<file path="src/rtl/shared_dmem_arbiter.sv">
// Round-robin arbiter sharing one data memory between two MIPS cores.
// Define ARB_LOCK_EN to add C0_Lock/C1_Lock for owner-held atomic sequences.
module shared_dmem_arbiter #(
  parameter int ADDR_W  = 32,
  parameter int DATA_W  = 32,
  parameter int MEM_LAT = 1
) (
  input  logic              Clk,
  input  logic              Reset,
  input  logic              C0_Req,
  input  logic              C0_Write,
  input  logic [ADDR_W-1:0] C0_Addr,
  input  logic [DATA_W-1:0] C0_WData,
  input  logic              C1_Req,
  input  logic              C1_Write,
  input  logic [ADDR_W-1:0] C1_Addr,
  input  logic [DATA_W-1:0] C1_WData,
`ifdef ARB_LOCK_EN
  input  logic              C0_Lock,
  input  logic              C1_Lock,
`endif
  output logic              C0_Ack,
  output logic [DATA_W-1:0] C0_RData,
  output logic              C0_Stall,
  output logic              C1_Ack,
  output logic [DATA_W-1:0] C1_RData,
  output logic              C1_Stall,
  output logic [ADDR_W-1:0] M_Addr,
  output logic [DATA_W-1:0] M_WData,
  output logic              M_MemWrite,
  output logic              M_MemRead,
  input  logic [DATA_W-1:0] M_RData,
  output logic              Owner,
  output logic              Busy
);

  localparam int CNT_W = 2;

  typedef enum logic [1:0] {IDLE, ACCESS, DONE} state_e;

  state_e            state_q;
  logic              owner_q, write_q, first_q, ack0_q, ack1_q;
  logic [CNT_W-1:0]  cnt_q;
  logic [ADDR_W-1:0] addr_q;
  logic [DATA_W-1:0] wdata_q, rdata0_q, rdata1_q;
  logic              grant_d, win_d;

  // Tie goes to the core that did not win last; a single requester always wins.
  always_comb begin
    grant_d = C0_Req | C1_Req;
    win_d   = (C0_Req & C1_Req) ? ~owner_q : C1_Req;
`ifdef ARB_LOCK_EN
    if (owner_q ? C1_Lock : C0_Lock) begin
      grant_d = owner_q ? C1_Req : C0_Req;
      win_d   = owner_q;
    end
`endif
  end

  always_ff @(posedge Clk or posedge Reset) begin
    if (Reset) begin
      state_q  <= IDLE;
      owner_q  <= 1'b1;
      write_q  <= 1'b0;
      first_q  <= 1'b0;
      ack0_q   <= 1'b0;
      ack1_q   <= 1'b0;
      cnt_q    <= '0;
      addr_q   <= '0;
      wdata_q  <= '0;
      rdata0_q <= '0;
      rdata1_q <= '0;
    end else begin
      ack0_q <= 1'b0;
      ack1_q <= 1'b0;
      case (state_q)
        IDLE: begin
          if (grant_d) begin
            owner_q <= win_d;
            addr_q  <= win_d ? C1_Addr  : C0_Addr;
            wdata_q <= win_d ? C1_WData : C0_WData;
            write_q <= win_d ? C1_Write : C0_Write;
            cnt_q   <= CNT_W'(MEM_LAT - 1);
            first_q <= 1'b1;
            state_q <= ACCESS;
          end
        end
        ACCESS: begin
          first_q <= 1'b0;
          if (cnt_q == '0) begin
            if (!write_q) begin
              if (owner_q) rdata1_q <= M_RData;
              else         rdata0_q <= M_RData;
            end
            ack0_q  <= ~owner_q;
            ack1_q  <= owner_q;
            state_q <= DONE;
          end else begin
            cnt_q <= cnt_q - 1'b1;
          end
        end
        default: state_q <= IDLE;
      endcase
    end
  end

  // Memory bus is quiet outside ACCESS; the store strobe fires once per transaction.
  assign M_Addr     = (state_q == ACCESS) ? addr_q  : '0;
  assign M_WData    = (state_q == ACCESS) ? wdata_q : '0;
  assign M_MemWrite = (state_q == ACCESS) & write_q & first_q;
  assign M_MemRead  = (state_q == ACCESS) & ~write_q;

  assign C0_Ack   = ack0_q;
  assign C1_Ack   = ack1_q;
  assign C0_RData = rdata0_q;
  assign C1_RData = rdata1_q;
  assign C0_Stall = C0_Req & ~ack0_q;
  assign C1_Stall = C1_Req & ~ack1_q;
  assign Owner    = owner_q;
  assign Busy     = (state_q != IDLE);

endmodule

</file>
<file path="config.mk">
export PLATFORM = sky130hd
export DESIGN_NAME = shared_dmem_arbiter
export DESIGN_NICKNAME = d
export VERILOG_FILES = /design/src/rtl/shared_dmem_arbiter.sv
export SDC_FILE = /design/constraint.sdc
export NUM_CORES = 1
export LEC_CHECK = 0
export CORE_MARGIN = 2
export CORE_UTILIZATION = 45
export DETAILED_ROUTE_END_ITERATION = 7
export PLACE_DENSITY = 0.87
export SLEW_MARGIN = 20
export SYNTH_ARGS = -nofsm -noshare
export SYNTH_HDL_FRONTEND = slang
export SYNTH_SLANG_ARGS = --single-unit
</file>
<file path="constraint.sdc">
create_clock -name Clk -period 7.8 [get_ports Clk]
set_input_delay 1.95 -clock Clk [delete_from_list [all_inputs] [get_ports Clk]]
set_output_delay 1.95 -clock Clk [all_outputs]
set_load 0.05 [all_outputs]
</file>
After elaboration in Yosys (flattened, before gate mapping)
Cells that the tools add are included.
Storage, ports and cells
  input port bits: 166
  output and inout port bits: 136
  word-level logic and storage cells: 55
  register bits: 137
Operators by class
  add/sub/neg operators: 1
  multiplexer cells: 18
  reduce and logical (&&, ||, !) cells: 10
  equality and inequality tests: 4
  bitwise operators: 11
Operator list (count)
  2-to-1 mux 32 bit: 4
  2-to-1 mux 2 bit: 4
  case mux 2 bit (2 select lines): 2
  AND reduction 4 bit: 2
  2-to-1 mux 1 bit: 7
  bitwise AND 1 bit: 6
  != test 2 bit, second input constant: 3
  AND reduction 2 bit: 3
  zero test 2 bit: 2
  inverter 1 bit: 4
  nonzero test 2 bit: 2
  AND reduction 3 bit: 1
  == test 2 x 1 -> 1 bit, second input constant: 1
  case mux 1 bit (2 select lines): 1
  subtractor 2 x 1 -> 2 bit, second input constant: 1
  bitwise OR 1 bit: 1

Logic depth before layout (Yosys ltp)
  depth in word-level cells: 3
  mapped depth: 6
  mapped depth without buffers: 5

Least setup slack after synthesis
Ideal clock, no wire load.
  path kind: input port to output port
  start point: input C0_Req
  end point: output C0_Stall
  stages: 1
  required time: 5850 ps
  arrival time: 2657 ps
  setup slack: 3193 ps
  buffers on the path: 0
  cells stage by stage: nor2b_1
On the way
  longest elaborated chain between the ends: 1
RTL lines
  start, declared: RTL line 10  | input logic C0_Req,
  bitwise AND 1 bit: RTL line 117  | assign C0_Stall = C0_Req & ~ack0_q;
  end, declared: RTL line 24  | output logic C0_Stall,
Every way passes these cells.

Final worst setup path
Same ends and word-level chain as after synthesis.

==> reports/summary.txt <==
Final nets = 915
Crit path from = C0_Req
Top cells by area, synth = dfrtp_1, mux2_2, mux2_1, and2_1, buf_4
Drt total wl = 17,100 um
Slew @ Worst Pin = 984 ps
Post-place setup slack = 2410 ps
Hold path depth = 1
Syn Area/Cell = 14.2 um2
Area Overhead vs Synth = 57.4%
Leak = 4.09 nW
Clock Root Buffer = clkbuf_16
TritonCTS clock tree = built
Final setup fails = 0
Layout cells sized above 1 = 0.259
Multiplexer share of the synthesized area = 0.343
Clk pwr share = 0.160
WL/cell = 18.2 um
Rows = 43
Post-DP HPWL = 12,300 um
Final Hold Slack = 471 ps
First-pass GRT wire length = 25,400 um
Die area = 15,200 um2
Post-synth top area share = 0.532
Max IR drop VDD = 328 uV
1st-iter DRT viols = 115
Pint = 2.61 mW
Ys async rst share = 1.00
Post-Syn Instances = 451
Initial antenna violation count = 0
Final Power = 4.75 mW
Final worst slack = 2430 ps
DRC = 0
Setup CP Type = input pin to output port
Headroom to the max-slew limit = 0.344
Startpoint types = input pin
Final global-route overflow total = 0
Worst-skew pair later-pin latency = 410 ps
Die H = 123 um
Final hold viol count = 0
Clock transition at path regs = 60 ps
Syn_nets = 619
Seq/Total Area, Yosys = 0.536
Skew final = 9.64 ps
Clock period minus worst slack = 5370 ps
CTS Buffer Depth = 2
Setup TNS = 0 ps
Yosys reg bits = 137
Num CTS Buffers = 17
Number of diodes = 0
Via count = 4,644
Compound-Gate Fraction of Synth Area = 0.00646
HP Class = register to register
Setup Buffers After CTS = 0
Crit share post-route = 0.689
Crit path arrival time = 3420 ps
Synth unique cells = 27
H-Tree Depth = 4
Critical Path End Type = output port
Switch Pwr = 2.14 mW
Std-Cell Core Area = 13,900 um2
DR vias/cell = 4.94
Seq pwr share = 0.267
RSZ-0062 raised after global routing = false
Post-synth top cells = mux2_2, dfrtp_1, and2_1, mux2_1
Top_reg_cell synth = dfrtp_1
Die Width = 123 um
CP max FO = 3
Sw Ratio = 0.451
Largest family of logic cells by synthesized area = multiplexers
GPL Wtd Cong = 0.764
Routed Antenna Nets = 0
Count leader, synth = mux2_2
Cell taking the most area after synthesis = dfrtp_1
HP Start = first_q$_DFFE_PP0P_
Max Slew Vio Count = 0
Max Cap Viol = 0
Hold_buf cts = 0
Post-Synth XOR/XNOR Area = 0
Post-synth EDFFs = 0
Ports = 302
Critical R2R Launch = state_q[0]$_DFFE_PP0P_
Status = finished, final reports clean
Cell area power density = 471 nW/um2
Largest net degree at the start of global routing = 77
Max Freq = 0.186 GHz
Resized cells post-CTS = 0
Vias in the first global route = 5,058
Clock Sinks = 137
Initial core utilization = 0.461
DR pass1 iterations = 4
Synth Area in Simple Gates = 0.0800
Fin util = 0.725
Total Routing Usage GR = 0.222
WP data required = 5850 ps
Combinational share of power = 0.573
Cells on worst reg2reg path = 4
Synth Cell Area = 6390 um2
Synth Area in Adders = 0.00391
Port Buffers = 301
Yosys warning total = 0
routing by layer:
layer / vias to the layer above / global-route usage / routed length [um]
li1: 2156 / - / -
met1: 2260 / 0.221 / 5880
met2: 206 / 0.400 / 8840
met3: 22 / 0.111 / 2110
met4: 0 / 0.0710 / 316
met5: - / 0 / 0
logic make-up after synthesis:
| family | Yosys count |
|---|---|
| DFF | 137 |
| and+or+nand+nor | 80 |
| muxes | 195 |
| AOI/OAI and AO/OA | 6 |
| adders and majority gates | 2 |
| buffers and inverters | 31 |
cell type report:
type / count / area, um2
well taps: 180 / 225
repair buffers: 305 / 3040
clock buffers: 21 / 470
fillers: 926 / 3810
multi-input cells: 283 / 2790
inverters: 3 / 16.3
flip-flops and latches: 137 / 3430
clock inverters: 11 / 96.3
worst max-delay path, stage by stage:
cell,delay [ps]
clkdlybuf4s50_1,520
nor2b_1,150
clkdlybuf4s50_1,800
metrics by stage:
stage	instance area, um2	std cells
after floorplan	6390	451
after global placement	9500	908
after detailed placement	9500	908
after CTS	10100	940
after global routing	10100	940
final	10100	940
power groups by stage:
stage	combinational, mW	sequential [mW]	clock, mW
floorplan	1.25	1.85	0
global placement	2.68	1.24	0
detailed placement	2.73	1.27	0
CTS	2.75	1.27	0.778
global route	2.84	1.31	0.809
finish	2.72	1.27	0.761
placed cells by master (no fill, tap or decap), types with 2 or more instances in the layout:
cell type / count
and2_1: 65
and3_1: 2
buf_4: 4
clkbuf_16: 17
clkbuf_8: 3
clkdlybuf4s50_1: 301
clkinv_2: 4
clkinvlp_4: 5
dfrtp_1: 136
ha_1: 2
inv_1: 2
inv_6: 2
mux2_1: 39
mux2_2: 155
nor2_1: 3
nor2b_1: 2
o21ai_0: 2
state kept, by name, indices dropped and copies added, names as in the netlist:
signal / count
C0_RData: 32
C1_RData: 32
addr_q: 32
wdata_q: 32
cnt_q: 2
state_q: 2
C0_Ack: 1
C1_Ack: 1
Owner: 1
first_q: 1
write_q: 1
final timing paths:
kind / end / slack [ps]
worst max register to register: addr_q[12]$_DFFE_PP0P_ / 5430
worst min register to register: first_q$_DFFE_PP0P_ / 470
min in group asynchronous: C1_RData[1]$_DFFE_PP0P_ / 1960
worst max-delay path: C0_Stall / 2430
worst min-delay path: first_q$_DFFE_PP0P_ / 470
max in group asynchronous: wdata_q[5]$_DFFE_PP0P_ / 4450
Power figures use the tool's default switching activity.
